### config.mk
export PLATFORM = sky130hd
export DESIGN_NAME = wm_cycle_controller
export DESIGN_NICKNAME = d
export VERILOG_FILES = /design/src/rtl/wm_cycle_controller.sv
export SDC_FILE = /design/constraint.sdc
export NUM_CORES = 1
export LEC_CHECK = 0
export ABC_AREA = 1
export BUFFER_PORTS_ARGS = -buffer_cell sky130_fd_sc_hd__buf_2
export CORE_UTILIZATION = 55
export DETAILED_ROUTE_END_ITERATION = 10
export PLACE_DENSITY = 0.86
export RECOVER_POWER = 25
export SYNTH_ARGS = -nofsm -noshare
export SYNTH_HDL_FRONTEND = slang
export SYNTH_SLANG_ARGS = --single-unit
### constraint.sdc
create_clock -name clock -period 2.35 [get_ports clock]
set_input_delay 0.1175 -clock clock [delete_from_list [all_inputs] [get_ports clock]]
set_output_delay 0.1175 -clock clock [all_outputs]
set_load 0.005 [all_outputs]
### src/rtl/wm_cycle_controller.sv
// rtl/wm_cycle_controller.sv - washing-machine cycle sequencer (fill, heat, wash, rinse, spin)
// Moore FSM with pause/resume, cancel and a per-phase watchdog; actuators are registered from next state.
module wm_cycle_controller #(
  parameter int STATE_TIMEOUT = 16,
  parameter int WD_WIDTH      = 5
) (
  input  logic       clock,
  input  logic       reset,
  input  logic       door_closed,
  input  logic       start_btn,
  input  logic       pause_btn,
  input  logic       cancel_btn,
  input  logic       heat_en,
  input  logic       sig_Full,
  input  logic       sig_Temperature,
  input  logic       sig_Wash_Completed,
  input  logic       sig_Rinse_Completed,
  input  logic       sig_Spin_Completed,
  output logic [2:0] state,
  output logic       water_valve,
  output logic       heater,
  output logic       motor,
  output logic       drain,
  output logic       door_lock,
  output logic       done,
  output logic       fault
);

  typedef enum logic [2:0] {
    S_START = 3'd0,
    S_READY = 3'd1,
    S_FILL  = 3'd2,
    S_HEAT  = 3'd3,
    S_WASH  = 3'd4,
    S_RINSE = 3'd5,
    S_SPIN  = 3'd6,
    S_PAUSE = 3'd7
  } state_t;

  localparam logic [WD_WIDTH-1:0] WD_LIMIT = WD_WIDTH'(STATE_TIMEOUT - 1);

  state_t              cur_state;
  state_t              nxt_state;
  state_t              saved_state;
  state_t              nxt_saved;
  logic                heat_latch;
  logic                nxt_heat_latch;
  logic [WD_WIDTH-1:0] watchdog;
  logic [WD_WIDTH-1:0] nxt_watchdog;
  logic                nxt_fault;
  logic                nxt_done;
  logic                active;
  logic                pausable;
  logic                nxt_valve;
  logic                nxt_heater;
  logic                nxt_motor;
  logic                nxt_drain;
  logic                nxt_lock;

  assign state = cur_state;

  always_comb begin
    nxt_state      = cur_state;
    nxt_saved      = saved_state;
    nxt_heat_latch = heat_latch;
    nxt_fault      = fault;
    nxt_done       = 1'b0;
    active   = (cur_state inside {S_FILL, S_HEAT, S_WASH, S_RINSE, S_SPIN});
    pausable = (cur_state inside {S_FILL, S_HEAT, S_WASH, S_RINSE});

    if (cancel_btn) begin
      nxt_fault = 1'b0;
    end

    if (cancel_btn && (cur_state != S_START)) begin
      nxt_state = S_START;
    end else if (active && (watchdog == WD_LIMIT)) begin
      nxt_state = S_START;
      nxt_fault = 1'b1;
    end else if (pausable && (pause_btn || !door_closed)) begin
      nxt_state = S_PAUSE;
      nxt_saved = cur_state;
    end else begin
      // Each phase looks only at its own flag; earlier flags stay high until START/READY.
      case (cur_state)
        S_START: begin
          if (door_closed) nxt_state = S_READY;
        end
        S_READY: begin
          if (!door_closed) begin
            nxt_state = S_START;
          end else if (start_btn && !fault) begin
            nxt_state      = S_FILL;
            nxt_heat_latch = heat_en;
          end
        end
        S_FILL: begin
          if (sig_Full) nxt_state = heat_latch ? S_HEAT : S_WASH;
        end
        S_HEAT: begin
          if (sig_Temperature) nxt_state = S_WASH;
        end
        S_WASH: begin
          if (sig_Wash_Completed) nxt_state = S_RINSE;
        end
        S_RINSE: begin
          if (sig_Rinse_Completed) nxt_state = S_SPIN;
        end
        S_SPIN: begin
          if (sig_Spin_Completed) begin
            nxt_state = S_START;
            nxt_done  = 1'b1;
          end
        end
        S_PAUSE: begin
          if (start_btn && door_closed && !pause_btn) nxt_state = saved_state;
        end
        default: nxt_state = S_START;
      endcase
    end
  end

  // Pause time is not counted: the count restarts on every state change, including resume.
  always_comb begin
    nxt_watchdog = watchdog;
    if (!active || (nxt_state != cur_state)) begin
      nxt_watchdog = '0;
    end else if (watchdog != WD_LIMIT) begin
      nxt_watchdog = watchdog + WD_WIDTH'(1);
    end
  end

  always_comb begin
    nxt_valve  = 1'b0;
    nxt_heater = 1'b0;
    nxt_motor  = 1'b0;
    nxt_drain  = 1'b0;
    nxt_lock   = 1'b0;
    case (nxt_state)
      S_FILL: begin
        nxt_valve = 1'b1;
        nxt_lock  = 1'b1;
      end
      S_HEAT: begin
        nxt_heater = 1'b1;
        nxt_lock   = 1'b1;
      end
      S_WASH: begin
        nxt_motor = 1'b1;
        nxt_lock  = 1'b1;
      end
      S_RINSE: begin
        nxt_valve = 1'b1;
        nxt_motor = 1'b1;
        nxt_lock  = 1'b1;
      end
      S_SPIN: begin
        nxt_motor = 1'b1;
        nxt_drain = 1'b1;
        nxt_lock  = 1'b1;
      end
      default: begin
        nxt_lock = 1'b0;
      end
    endcase
  end

  always_ff @(posedge clock) begin
    if (reset) begin
      cur_state   <= S_START;
      saved_state <= S_START;
      heat_latch  <= 1'b0;
      watchdog    <= '0;
      fault       <= 1'b0;
      done        <= 1'b0;
      water_valve <= 1'b0;
      heater      <= 1'b0;
      motor       <= 1'b0;
      drain       <= 1'b0;
      door_lock   <= 1'b0;
    end else begin
      cur_state   <= nxt_state;
      saved_state <= nxt_saved;
      heat_latch  <= nxt_heat_latch;
      watchdog    <= nxt_watchdog;
      fault       <= nxt_fault;
      done        <= nxt_done;
      water_valve <= nxt_valve;
      heater      <= nxt_heater;
      motor       <= nxt_motor;
      drain       <= nxt_drain;
      door_lock   <= nxt_lock;
    end
  end

endmodule

==> results of run 1 <==
==> worst paths after layout <==
check | end | from
setup / recovery | watchdog[0]$_SDFFE_PP0P_ | state[2]$_SDFF_PP0_
hold / removal | done$_SDFF_PP0_ | sig_Spin_Completed
setup reg to reg | watchdog[0]$_SDFFE_PP0P_ | state[2]$_SDFF_PP0_
hold reg to reg | saved_state[2]$_SDFFE_PP0P_ | saved_state[2]$_SDFFE_PP0P_
==> area by class of cell <==
cell class | count | area share [%]
Clock buffer | 4 | 1.82
Inverter | 25 | 7.00
Multi-Input combinational cell | 134 | 53.3
Sequential cell | 19 | 26.3
Tap cell | 28 | 2.42
Timing Repair Buffer | 25 | 9.16
==> routing by layer <==
metal | global-route usage [%] | vias up | wire length [um]
met3 | 1.82 | 6 | 121
met4 | 11.6 | 0 | 48
met1 | 28.1 | 571 | 1160
li1 | - | 622 | -
met2 | 45.8 | 22 | 1450
met5 | 0 | - | 0
==> placed cells by master, fill, tap and decap left out, types with 7 or more instances in the layout <==
| cell | count |
|---|---|
| nor2_1 | 29 |
| nand2_1 | 31 |
| nor2_2 | 7 |
| a21oi_1 | 7 |
| inv_1 | 19 |
| nand2_2 | 9 |
| buf_2 | 19 |
| dfxtp_1 | 19 |
==> cells by family after synthesis <==
kind of cell               share of synthesized area, %
DFF                                                29.5
buffers and inverters                              10.5
adders and majority gates                          5.83
muxes                                             0.777
xor gates and xnor gates                           2.04
AOI/OAI and AO/OA                                  7.58
and+or+nand+nor                                    43.7
==> report_power, final <==
part,internal [mW],switching [mW]
Sequential,0.404,0.0662
Combinational,0.407,0.798
Clock,0.0661,0.0990
Total,0.877,0.963
==> tightest hold or removal path: stages <==
cell and delay, ns:
buf_2 0.12, nand2_1 0.06, nor4_1 0.05
==> metrics by stage <==
| stage | util [%] | hold WS (ns) | worst slack [ns] |
|---|---|---|---|
| after global routing | 65.4 | 0.101 | 0.0781 |
| after floorplan | - | 0.252 | 0.460 |
| final | 65.4 | 0.0947 | 0.236 |
| after global placement | 64.4 | 0.402 | 0.428 |
| after detailed placement | 64.4 | 0.407 | 0.282 |
| after CTS | 65.6 | 0.0859 | 0.242 |
==> results.sh, run 1 <==
export IMPL_syn_inst=182
export IMPL_rows=17
export IMPL_n_antenna_cell=0
export IMPL_hold_viol=0
export IMPL_ys_flop_type="dfxtp_1"
export IMPL_cpMostUsedCell="nand2_2"
export IMPL_holdPathStages=3
export IMPL_drt_iter0_markers=36
export IMPL_yosysWarnings=0
export IMPL_grt_use_total_pct=24.6
export IMPL_fin_crit_ns=2.11
export IMPL_htreeDepth=1
export IMPL_clk_latency_ns=0.30
export IMPL_antenna_found_initial=0
export IMPL_grt_max_degree=13
export IMPL_synth_seq_cells=19
export IMPL_critPathArrivalTime_ns=2.36
export IMPL_rsz0062_at_grt="no"
export IMPL_io_buffer_count=21
export IMPL_synthesis_area_sq_um=1290
export IMPL_netlist_top_cells_count="nand2_1 (31), nor2_1 (29), dfxtp_1 (19), inv_1 (19), nand2_2 (9)"
export IMPL_ff_latch_area_sq_um=380
export IMPL_vias=1221
export IMPL_io_pins=22
export IMPL_drc=0
export IMPL_num_fill_cells=216
export IMPL_synth_edf_count=0
export IMPL_yosys_area_top_type="dfxtp_1"
export IMPL_fmax_ghz=0.473
export IMPL_largest_reg_flops=5
export IMPL_critPathBufInv=3
export IMPL_cts_root_buffer="clkbuf_4"
export IMPL_cts_made_buffers=3
export IMPL_finClkSkew_ns=0.00381
export IMPL_drive_gt1_share_pct=30.0
export IMPL_gp_congestion=0.884
export IMPL_critical_path_class="reg2reg"
export IMPL_worst_pin_slew_ns=0.349
export IMPL_pwr_density_cell_nw_per_um2=1270
export IMPL_grt_pass1_vias=1133
export IMPL_instances_no_fill=235
export IMPL_dpl_cell_area_sq_um=1420
export IMPL_cts_repair_timing_setup_buffer_count=0
export IMPL_cp_data_required_time_ns=2.59
export IMPL_synth_distinct_cells=29
export IMPL_relSlewSlack_pct=76.7
export IMPL_die_y_um=50.4
export IMPL_clock_sinks=19
export IMPL_slowest_stage="dfxtp_1"
export IMPL_viasPerCell=5.20
export IMPL_fin_area_sq_um=1450
export IMPL_grt_pass1_wl_um=4670
export IMPL_maxCapViolCount=0
export IMPL_status="finished clean"
export IMPL_clk_pin_slew_worst_paths_ns=0.11
export IMPL_die_w_um=50.4
export IMPL_path_cells="inv_1, ha_1, nor2_1, nand2_1, nor2_2, inv_2, o21bai_1, inv_2, nand2_4, nand2_2, nand2_2, nand2_2, nor2_4, nand2_4, nor2_2"
export IMPL_dp_cells=231
export IMPL_min_path_type="in2reg"
export IMPL_num_nets_final=226
export IMPL_synth_nets=200
export IMPL_regToRegSetupSlack_ns=0.24
export IMPL_slew_viol_final=0
export IMPL_place_hpwl_um=2250
export IMPL_ctsHoldBuffers=0
export IMPL_crit_family="simple AND/OR/NAND/NOR gates"
export IMPL_slowest_delay_ns=0.54
export IMPL_start_util_pct=58.2
export IMPL_drtPass1Iterations=4
export IMPL_yosysMostFrequentCell="nand2_1"
export IMPL_cts_resized=0
export IMPL_design_core_area_sq_um=2210
export IMPL_wire_per_inst_um=11.9
export IMPL_drtAntennaViolNets=0
export IMPL_end_kind="flip-flop"
export IMPL_postSynthAreaPerCell_sq_um=7.07
export IMPL_yosysTopAreaCellShare_pct=29.5
export IMPL_irDropWorstVdd_mv=0.938
export IMPL_totalWireLength_um=2790
export IMPL_top_register="watchdog"
export IMPL_start_kind="flip-flop"
export IMPL_area_growth_pct=12.4
export IMPL_synth_area_leaders="dfxtp_1 (30%), nand2_1 (9.0%), nor2_1 (8.5%)"
export IMPL_worstPathMaxFanout=8
export IMPL_tns_ns=0
export IMPL_cts_buffer_depth=2
export IMPL_total_power_mw=1.84
export IMPL_reg2regPathDepth=15
export IMPL_ys_seq_area_share_pct=29.5
export IMPL_synthArstFlopShare_pct=0
export IMPL_post_route_period_util_pct=90.0
export IMPL_cp_depth=15
export IMPL_cts_tree="done"
export IMPL_p_leak_nw=0.704
export IMPL_overflow=0
export IMPL_die_area_sq_um=2540
export IMPL_finalSetupViolCount=0
export IMPL_multiInputGateArea_sq_um=772
(Power assumes the default switching activity.)
==> run 2: changes to the inputs <==
- ABC_AREA: 1 -> unset
- PLACE_DENSITY: 0.86 -> 0.87
==> results.sh, run 2 <==
export IMPL_synth_edf_count=0
export IMPL_finalSetupViolCount=0
export IMPL_regToRegSetupSlack_ns=0.1
export IMPL_post_route_period_util_pct=95.9
export IMPL_fmax_ghz=0.444
export IMPL_n_antenna_cell=0
export IMPL_synth_seq_cells=19
export IMPL_r2r_start="state[1]$_SDFF_PP0_"
export IMPL_grt_pass1_wl_um=5020
export IMPL_yosysTopAreaCellShare_pct=30.2
export IMPL_drive_gt1_share_pct=27.9
export IMPL_io_pins=22
export IMPL_min_path_type="in2reg"
export IMPL_wire_per_inst_um=15.3
export IMPL_reg2regPathDepth=8
export IMPL_hold_viol=0
export IMPL_viasPerCell=6.26
export IMPL_overflow=0
export IMPL_final_cell_mix="buf_2 (17), dfxtp_1 (16)"
export IMPL_status="finished clean"
export IMPL_drt_iter0_markers=49
export IMPL_gp_congestion=0.933
export IMPL_multiInputGateArea_sq_um=822
export IMPL_synth_distinct_cells=51
export IMPL_cts_buffer_depth=2
export IMPL_htreeDepth=1
export IMPL_totalWireLength_um=3050
export IMPL_grt_max_degree=16
export IMPL_grt_busiest_layer="met2"
export IMPL_largest_reg_flops=5
export IMPL_ff_latch_area_sq_um=384
export IMPL_critical_path_class="reg2reg"
export IMPL_worst_pin_slew_ns=0.422
export IMPL_clk_pin_slew_worst_paths_ns=0.10
export IMPL_ys_flop_type="dfxtp_1"
export IMPL_synthesis_area_sq_um=1260
export IMPL_rsz0062_at_grt="yes"
export IMPL_finalWorstSetupSlack_ns=0.0957
export IMPL_use_met1_pct=33.6
export IMPL_p_leak_nw=0.584
export IMPL_grt_use_total_pct=26.7
export IMPL_critPathArrivalTime_ns=2.47
export IMPL_drc=0
export IMPL_final_common_cell="buf_2"
export IMPL_relSlewSlack_pct=71.8
export IMPL_pre_cts_slack_ns=0.0848
export IMPL_synth_nets=164
export IMPL_maxCapViolCount=0
export IMPL_io_buffer_count=21
export IMPL_die_w_um=49.8
export IMPL_synth_area_leaders="dfxtp_1 (30%), ha_1 (6.0%), a21oi_1 (3.6%)"
export IMPL_fin_crit_ns=2.25
export IMPL_num_nets_final=191
export IMPL_hp_start="heat_en"
export IMPL_total_power_mw=1.87
export IMPL_finClkSkew_ns=0.00341
export IMPL_start_kind="flip-flop"
export IMPL_cts_root_buffer="clkbuf_4"
export IMPL_vias=1246
export IMPL_start_util_pct=61.0
export IMPL_antenna_found_initial=0
export IMPL_pwr_density_cell_nw_per_um2=1280
export IMPL_clk_latency_ns=0.30
export IMPL_ctsHoldBuffers=0
export IMPL_rows=16
export IMPL_grt_pass1_vias=1155
export IMPL_die_area_sq_um=2480
export IMPL_cp_data_required_time_ns=2.57
export IMPL_holdPathEnd="heat_latch$_SDFFE_PP0P_"
export IMPL_yosys_area_top_type="dfxtp_1"
export IMPL_drtPass1Iterations=4
export IMPL_drtAntennaViolNets=0
export IMPL_dpl_cell_area_sq_um=1400
export IMPL_top_register="watchdog"
export IMPL_area_growth_pct=15.8
export IMPL_worstPathMaxFanout=6
export IMPL_holdPathStages=3
export IMPL_met3_usage_pct=6.48
export IMPL_num_fill_cells=165
export IMPL_netlist_top_cells_count="dfxtp_1 (19), a21oi_1 (9), nor2_1 (9), nor3_1 (9), inv_1 (8)"
export IMPL_cts_made_buffers=3
export IMPL_clock_sinks=19
export IMPL_irDropWorstVdd_mv=0.903
export IMPL_end_kind="flip-flop"
export IMPL_ys_seq_area_share_pct=30.2
export IMPL_syn_inst=146
export IMPL_die_y_um=49.8
export IMPL_yosysWarnings=0
export IMPL_fin_area_sq_um=1460
export IMPL_postSynthAreaPerCell_sq_um=8.61
export IMPL_synthArstFlopShare_pct=0
export IMPL_grt_use_met2_pct=45.0
export IMPL_slew_viol_final=0
export IMPL_rr_endpoint="watchdog[4]$_SDFFE_PP0P_"
export IMPL_yosysMostFrequentCell="dfxtp_1"
export IMPL_place_hpwl_um=2320
export IMPL_cts_tree="done"
export IMPL_design_core_area_sq_um=2060
run 2: per-stage QoR:
stage	util, %	cells	TNS, ns	hold WS, ns
after floorplan	-	146	0	0.187
after global placement	68.0	195	0	0.368
after detailed placement	68.0	195	0	0.381
after CTS	69.2	199	0	0.0691
after global routing	70.6	199	-0.0977	0.0729
final	70.6	199	0	0.0645
run 2: what timing repair did:
action / in CTS / in global routing
setup endpoints to repair: 0 / 10
buffers inserted: 0 / 0
gates resized for setup: 0 / 11
run 2: cell type report:
class	instances	area share (%)
multi-input cells	112	56.4
flip-flops and latches	19	26.4
repair buffers	29	11.0
well taps	27	2.32
inverters	8	2.06
clock buffers	4	1.80
run 2: worst max-delay path by stage:
stage	start	cells after the start	end
2_1_floorplan	state[1]$_SDFF_PP0_	9	water_valve$_SDFF_PP0_
3_3_place_gp	state[1]$_SDFF_PP0_	8	watchdog[3]$_SDFFE_PP0P_
3_5_place_dp	state[1]$_SDFF_PP0_	8	watchdog[3]$_SDFFE_PP0P_
4_1_cts	state[1]$_SDFF_PP0_	8	watchdog[4]$_SDFFE_PP0P_
5_1_grt	watchdog[0]$_SDFFE_PP0P_	9	watchdog[2]$_SDFFE_PP0P_
6_report	state[1]$_SDFF_PP0_	8	watchdog[4]$_SDFFE_PP0P_
run 2: worst max-delay path, cell delays in order (launching register included):
cell and delay, ns:
dfxtp_2 0.38, inv_1 0.11, ha_1 0.21, or3_1 0.42, o21a_1 0.23, o31a_1 0.11, o21ai_0 0.18, nand4b_1 0.27
nor3_1 0.27
run 2: cell families after synthesis:
family	synth area share [%]
and+or+nand+nor	30.6
AOI/OAI and AO/OA	22.7
DFF	30.2
buffers and inverters	6.77
adders and majority gates	5.97
xor gates and xnor gates	2.09
muxes	1.59
run 2: power by group:
| group | switching (mW) | leakage, nW | internal, mW | total, mW |
|---|---|---|---|---|
| sequential | 0.0600 | 0.155 | 0.385 | 0.445 |
| clock | 0.0972 | 0.0150 | 0.0661 | 0.163 |
| combinational | 0.729 | 0.415 | 0.534 | 1.26 |
| total | 0.886 | 0.584 | 0.985 | 1.87 |
run 2: per-layer routing:
| metal | share of wire, % | vias up |
|---|---|---|
| li1 | - | 587 |
| met1 | 41 | 575 |
| met2 | 48 | 73 |
| met3 | 8.4 | 11 |
| met4 | 2.1 | 0 |
| met5 | 0 | - |
